`src/rtl/add_round_key_16.sv`:
```
// AddRoundKey stage for the 16-bit nibble-oriented core: expands a master key into K0..K2
// and XORs accepted words with the selected round key. Optional macro: ARK_KEY_ZEROIZE_EN.
module add_round_key_16 #(
  parameter logic [3:0] RCON1 = 4'h1,
  parameter logic [3:0] RCON2 = 4'h2
) (
  input  logic        clk,
  input  logic        rst,
  input  logic        key_load,
  input  logic [15:0] key_in,
  output logic        key_ready,
  input  logic        in_valid,
  output logic        in_ready,
  input  logic [15:0] data_in,
  input  logic [1:0]  round_in,
  output logic        out_valid,
  input  logic        out_ready,
  output logic [15:0] out_data,
  output logic [1:0]  out_round,
  output logic        out_err
`ifdef ARK_KEY_ZEROIZE_EN
  ,
  input  logic        key_zeroize
`endif
);

  typedef enum logic [1:0] {
    IDLE  = 2'd0,
    EXP1  = 2'd1,
    EXP2  = 2'd2,
    READY = 2'd3
  } state_t;

  state_t      state_reg;
  state_t      state_next;
  logic [15:0] k0_reg;
  logic [15:0] k1_reg;
  logic [15:0] k2_reg;
  logic        key_ready_reg;
  logic        out_valid_reg;
  logic [15:0] out_data_reg;
  logic [1:0]  out_round_reg;
  logic        out_err_reg;
  logic [15:0] round_key;
  logic        zeroize;
  logic        xfer;

`ifdef ARK_KEY_ZEROIZE_EN
  assign zeroize = key_zeroize;
`else
  assign zeroize = 1'b0;
`endif

  function automatic logic [3:0] sbox(input logic [3:0] x);
    logic [3:0] y;
    case (x)
      4'h0: y = 4'hE;
      4'h1: y = 4'h4;
      4'h2: y = 4'hD;
      4'h3: y = 4'h1;
      4'h4: y = 4'h2;
      4'h5: y = 4'hF;
      4'h6: y = 4'hB;
      4'h7: y = 4'h8;
      4'h8: y = 4'h3;
      4'h9: y = 4'hA;
      4'hA: y = 4'h6;
      4'hB: y = 4'hC;
      4'hC: y = 4'h5;
      4'hD: y = 4'h9;
      4'hE: y = 4'h0;
      default: y = 4'h7;
    endcase
    return y;
  endfunction

  // One key-schedule step: next round key from the previous one.
  function automatic logic [15:0] expand(input logic [15:0] k, input logic [3:0] rcon);
    logic [3:0] a, b, c, d;
    a = k[15:12] ^ sbox(k[3:0]) ^ rcon;
    b = k[11:8] ^ a;
    c = k[7:4] ^ b;
    d = k[3:0] ^ c;
    return {a, b, c, d};
  endfunction

  always_comb begin
    state_next = state_reg;
    if (zeroize) begin
      state_next = IDLE;
    end else begin
      case (state_reg)
        IDLE, READY: if (key_load) state_next = EXP1;
        EXP1:        state_next = EXP2;
        EXP2:        state_next = READY;
        default:     state_next = IDLE;
      endcase
    end
  end

  always_ff @(posedge clk or negedge rst) begin
    if (!rst) state_reg <= IDLE;
    else      state_reg <= state_next;
  end

  always_ff @(posedge clk or negedge rst) begin
    if (!rst) begin
      k0_reg        <= '0;
      k1_reg        <= '0;
      k2_reg        <= '0;
      key_ready_reg <= 1'b0;
    end else if (zeroize) begin
      k0_reg        <= '0;
      k1_reg        <= '0;
      k2_reg        <= '0;
      key_ready_reg <= 1'b0;
    end else begin
      case (state_reg)
        IDLE, READY: begin
          if (key_load) begin
            k0_reg        <= key_in;
            key_ready_reg <= 1'b0;
          end
        end
        EXP1: k1_reg <= expand(k0_reg, RCON1);
        EXP2: begin
          k2_reg        <= expand(k1_reg, RCON2);
          key_ready_reg <= 1'b1;
        end
        default: ;
      endcase
    end
  end

  // Illegal round selects a zero key so the word passes through unchanged.
  always_comb begin
    round_key = '0;
    case (round_in)
      2'd0:    round_key = k0_reg;
      2'd1:    round_key = k1_reg;
      2'd2:    round_key = k2_reg;
      default: round_key = '0;
    endcase
  end

  assign in_ready = (state_reg == READY) & ~key_load & ~zeroize & (~out_valid_reg | out_ready);
  assign xfer     = in_valid & in_ready;

  always_ff @(posedge clk or negedge rst) begin
    if (!rst) begin
      out_valid_reg <= 1'b0;
      out_data_reg  <= '0;
      out_round_reg <= '0;
      out_err_reg   <= 1'b0;
    end else if (zeroize) begin
      out_valid_reg <= 1'b0;
      out_data_reg  <= '0;
    end else if (xfer) begin
      out_valid_reg <= 1'b1;
      out_data_reg  <= data_in ^ round_key;
      out_round_reg <= round_in;
      out_err_reg   <= (round_in == 2'd3);
    end else if (out_ready) begin
      out_valid_reg <= 1'b0;
    end
  end

  assign key_ready = key_ready_reg;
  assign out_valid = out_valid_reg;
  assign out_data  = out_data_reg;
  assign out_round = out_round_reg;
  assign out_err   = out_err_reg;

endmodule
```
`config.mk`:
```
export PLATFORM = sky130hd
export DESIGN_NAME = add_round_key_16
export DESIGN_NICKNAME = d
export VERILOG_FILES = /design/src/rtl/add_round_key_16.sv
export SDC_FILE = /design/constraint.sdc
export NUM_CORES = 1
export LEC_CHECK = 0
export CORE_MARGIN = 1
export CORE_UTILIZATION = 30
export DETAILED_ROUTE_END_ITERATION = 8
export HOLD_SLACK_MARGIN = 0.03
export PLACE_DENSITY = 0.56
export SLEW_MARGIN = 20
export SYNTH_ARGS = -nofsm -noshare
export SYNTH_HDL_FRONTEND = slang
export SYNTH_SLANG_ARGS = --single-unit
```
`constraint.sdc`:
```
create_clock -name clk -period 4 [get_ports clk]
set_input_delay 0.4 -clock clk [delete_from_list [all_inputs] [get_ports clk]]
set_output_delay 0.4 -clock clk [all_outputs]
set_load 0.1 [all_outputs]
```
==> impl_metrics.yaml, run 1 <==
synthesis:
  ys_types: 36
  synth_nets: 445
  netlist_area_um2: 4200
  synthesis.instances: 393
  ys_seq_area_frac: 0.423
  synth-seq-cells: 71
  synthTopCellsByArea: "dfrtp_1 42%, xnor2_1 13%, mux2_2 8.3%"
  yosys-top-cells-count: "71 x dfrtp_1, 62 x xnor2_1, 39 x nand2_1, 31 x mux2_2, 24 x o21ai_0"
  synth_area_leader_cell: "dfrtp_1"
  synth.avg_cell_area_um2: 10.7
  yosysTopAreaCellShare: 0.423
  yosysWarnings: 0
  synth-main-ff-cell: "dfrtp_1"
  synth_edf_count: 0
  synthArstFlopShare: 1.00
  yosysMostFrequentCell: "dfrtp_1"
timing:
  fin_crit_ns: 2.45
  fin_ws_ns: 1.55
  fmax_ghz: 0.409
  setup_viol: 0
  worst_pin_slew_ns: 1.01
  rsz0062_at_grt: "false"
  drv_slew: 0
  fin_crit_sh: 0.612
  max_slew_margin: 0.326
  clock_skew_ns: 0.00389
  hold_viol_final: 0
  setup_tns_ns: 0
worst_setup_path:
  worstRegToRegCells: 6
  worstPathArrival_ns: 2.64
  startpoint_type: "input pin"
  worstReg2RegStart: "k0_reg[0]"
  critical_path.endpoint: "out_data[5]"
  crit_start: "round_in[1]"
  endpoint_kind: "register"
  path_max_fanout: 19
  r2r_setup_slack_ns: 1.93
  regToRegEndpoint: "k1_reg[2]"
  critPathKind: "input pin to register"
  worstPathRequired_ns: 4.19
cts:
  clk_pin_slew_ns: 0.05
  cts_sinks: 71
  cts_tree: "built"
  ctsResizeCount: 0
  clock_path_buffers: 2
  cts.hold.buffers_added: 0
  htree_levels: 3
  cts_buffers: 9
  cts_root_buf: "clkbuf_16"
  postCtsSetupBuffers: 0
  clk_latency_ns: 0.33
placed_design:
  gp_congestion: 0.784
  place_ws_ns: 1.23
  portBuffers: 60
  dpl-instance-area_um2: 4890
  dp_hpwl_um: 6280
worst_hold_path:
  hold_path.class: "input pin to async pin"
detailed_routing:
  drt_first_pass_iters: 4
  wl_um: 8320
  drtIter0Drc: 108
  viasPerCell: 4.40
  num_vias: 2747
  drtAntennaViolNets: 0
  wl_per_cell_um: 13.3
  drc: 0
outcome:
  outcome: "finished clean"
die:
  die_w_um: 120
  core_um2: 13500
  dieArea_um2: 14500
  die_h_um: 120
  initial_core_util: 0.312
  io_pins: 61
  rows: 42
finish:
  nFillCells: 1357
  antenna_cells: 0
  drive_above_1_share: 0.167
  final_area_um2: 5240
  area_delta_synth_final_pct: 24.7
  num-nets-final: 496
grt:
  grt_start_max_net_pins: 44
  grt_pass1_vias: 2717
  grt_pass1_wl_um: 13900
  grt_antenna_before_repair: 0
  grt_usage: 0.124
  overflow: 0
job:
  maxCapViolCount: 0
==> cell usage in the layout, fill, tap and decap left out, types with 14 or more instances in the layout <==
master / synthesis / final
o21ai_0: 24 / 24
mux2_2: 31 / 31
clkdlybuf4s50_1: 0 / 58
a21oi_1: 21 / 21
nor2_1: 19 / 19
dfrtp_1: 71 / 71
mux2i_1: 23 / 23
xor2_1: 14 / 14
nand2_1: 39 / 38
xnor2_1: 62 / 62
==> cell families (layout without fill, tap and decap cells) <==
kind of cell             count (synthesis)  in the layout  synth area share
AND/OR/NAND/NOR                         78             78            0.0863
XOR/XNOR                                76             76             0.158
flip-flops                              71             71             0.423
AO/OA/AOI/OAI                           70             70             0.110
multiplexers                            56             56             0.145
buffers and inverters                   29             85            0.0396
adder cells (fa/ha/maj)                 13             13            0.0387
==> through the flow <==
stage	hold WS [ns]	util	cells
floorplan	0.104	-	393
global placement	0.460	0.364	609
detailed placement	0.476	0.364	609
CTS	0.277	0.389	625
global route	0.108	0.390	625
finish	0.0639	0.390	625
==> layout make-up <==
| type | instances | area (um2) | share of cell area |
|---|---|---|---|
| multi-input cells | 293 | 2260 | 0.432 |
| flip-flops and latches | 71 | 1780 | 0.339 |
| repair buffers | 62 | 611 | 0.116 |
| clock buffers | 10 | 239 | 0.0456 |
| well taps | 176 | 220 | 0.0420 |
| clock inverters | 6 | 108 | 0.0205 |
| inverters | 7 | 26.3 | 0.00501 |
==> metal layers <==
metal / up-vias / wire length [um] / part of all wire / global-route usage
li1: 1412 / - / - / -
met1: 1266 / 4530 / 0.54 / 0.181
met2: 60 / 3270 / 0.39 / 0.171
met3: 9 / 405 / 0.049 / 0.0368
met4: 0 / 116 / 0.014 / 0.0440
met5: - / 0 / 0 / 0
==> critical path: stages <==
cell and delay (ns):
clkdlybuf4s50_1 0.83, nor2b_1 0.87, nand2_1 0.12, o21ai_0 0.16, xnor2_1 0.17, o21ai_1 0.08
==> worst min-delay path by stage <==
stage,startpoint,endpoint,slack (ns),cells past startpoint
final,rst,k0_reg[8],0.06,1
after global routing,rst,k0_reg[8],0.11,1
after CTS,rst,k0_reg[8],0.28,1
after detailed placement,out_data[9],out_data[9],0.48,2
after global placement,out_data[9],out_data[9],0.46,2
after floorplan,rst,k0_reg[0],0.10,0
Power of run 1 is not shown: default switching activity piles up to over one toggle a cycle in this logic, so the estimate is an artifact.
==> run 2, diff against run 1 <==
--- a/config.mk
+++ b/config.mk
@@ -9,7 +9,7 @@
 export CORE_UTILIZATION = 30
 export DETAILED_ROUTE_END_ITERATION = 8
 export HOLD_SLACK_MARGIN = 0.03
-export PLACE_DENSITY = 0.56
+export PLACE_DENSITY = 0.58
 export SLEW_MARGIN = 20
 export SYNTH_ARGS = -nofsm -noshare
 export SYNTH_HDL_FRONTEND = slang
==> constraint.sdc (replaced) <==
create_clock -name clk -period 2.2 [get_ports clk]
set_input_delay 0.22 -clock clk [delete_from_list [all_inputs] [get_ports clk]]
set_output_delay 0.22 -clock clk [all_outputs]
set_load 0.1 [all_outputs]
==> run 2 against run 1 <==
- setup slack got worse by 1.3 ns
- first-iteration DRC count decreased by 13%
- sequential cell count unchanged
- critical path depth unchanged
- final cell count increased by 1.9%
- clock skew increased by 0.0030 ns
- via count increased by 0.80%
- global-route usage increased by 0.63 points
==> impl_metrics.yaml, run 2 (synthesis results as in run 1) <==
outcome:
  outcome: "finished clean"
grt:
  grt_usage: 0.130
  overflow: 0
  grt_start_max_net_pins: 27
  grt_antenna_before_repair: 0
  use_met1: 0.187
  met2_usage: 0.185
  grt_pass1_wl_um: 14500
  grt_busiest_layer: "met1"
  grt_use_met3: 0.0373
  grt_pass1_vias: 2807
finish:
  layout_common_cells: "70 x dfrtp_1, 62 x xnor2_1, 38 x nand2_1, 37 x clkdlybuf4s50_1, 32 x buf_4"
  final_common_cell: "dfrtp_1"
  num-nets-final: 508
  drive_above_1_share: 0.234
  area_delta_synth_final_pct: 27.3
  final_util: 0.398
  antenna_cells: 0
  final_area_um2: 5350
timing:
  worst_pin_slew_ns: 0.664
  fin_crit_sh: 0.877
  hold_viol_final: 0
  max_slew_margin: 0.557
  rsz0062_at_grt: "false"
  setup_viol: 0
  drv_slew: 0
  fin_crit_ns: 1.93
  clock_skew_ns: 0.00690
  whs_ns: 0.453
  setup_tns_ns: 0
  fmax_ghz: 0.518
worst_setup_path:
  critPathKind: "register to register"
  startpoint_type: "register"
  endpoint_kind: "register"
  path_max_fanout: 8
  worstReg2RegStart: "k1_reg[1]"
  worstPathRequired_ns: 2.41
  crit_start: "k1_reg[1]"
  worstPathArrival_ns: 2.15
detailed_routing:
  drtIter0Drc: 94
  wl_um: 8590
  drc: 0
  drtAntennaViolNets: 0
  num_vias: 2769
  viasPerCell: 4.35
  wl_per_cell_um: 13.5
  drt_first_pass_iters: 6
cts:
  postCtsSetupBuffers: 0
  clk_pin_slew_ns: 0.06
  clk_latency_ns: 0.33
  ctsResizeCount: 0
  cts_tree: "built"
  htree_levels: 3
  cts_root_buf: "clkbuf_16"
  clock_path_buffers: 2
  cts_sinks: 71
  cts_buffers: 9
die:
  dieArea_um2: 14500
  io_pins: 61
  die_h_um: 120
  initial_core_util: 0.312
  die_w_um: 120
  rows: 42
  core_um2: 13500
placed_design:
  portBuffers: 60
  dpl-instance-area_um2: 4980
  dp_hpwl_um: 6580
  gp_congestion: 0.765
worst_hold_path:
  hold_path.class: "input pin to async pin"
job:
  maxCapViolCount: 0
run 2: critical path, stage by stage (launching register included):
cell and delay (ns):
dfrtp_1 0.48, inv_1 0.15, ha_1 0.31, a211oi_1 0.35
a21oi_4 0.09, xor2_1 0.17, mux2_2 0.26
run 2: layer usage:
layer  routed length (um)  vias to the layer above
met5                    0                        -
met4                   70                        0
met3                  369                        4
met2                 3590                       56
met1                 4560                     1274
li1                     -                     1435
run 2: area by class of cell:
type	count	area, um2
Clock buffer	10	229
Clock inverter	6	133
Fill cell	1350	8100
Inverter	7	26.3
Multi-Input combinational cell	293	2280
Sequential cell	71	1780
Tap cell	176	220
Timing Repair Buffer	74	686
run 2: path summary, 6_finish.rpt:
| kind | slack [ns] | depth (start not counted) | endpoint |
|---|---|---|---|
| max | 0.27 | 6 | k2_reg[12] |
| min | 0.45 | 2 | k0_reg[8] |
| max reg2reg | 0.27 | 6 | k2_reg[12] |
| min reg2reg | 0.48 | 2 | out_data[11] |
| max in group asynchronous | 1.12 | 3 | out_data[2] |
| min in group clk | 0.48 | 2 | out_data[11] |
run 2: through the flow:
stage | worst slack [ns] | cells
2_1_floorplan | -0.238 | 393
3_3_place_gp | 0.345 | 620
3_5_place_dp | 0.282 | 620
4_1_cts | 0.267 | 637
5_1_grt | 0.105 | 637
6_report | 0.270 | 637
run 2: what timing repair did:
item,CTS,global route
endpoints found under the setup margin,0,0
hold endpoints to repair,23,0
hold buffers,1,0
Power of run 2 is left out for the same reason.
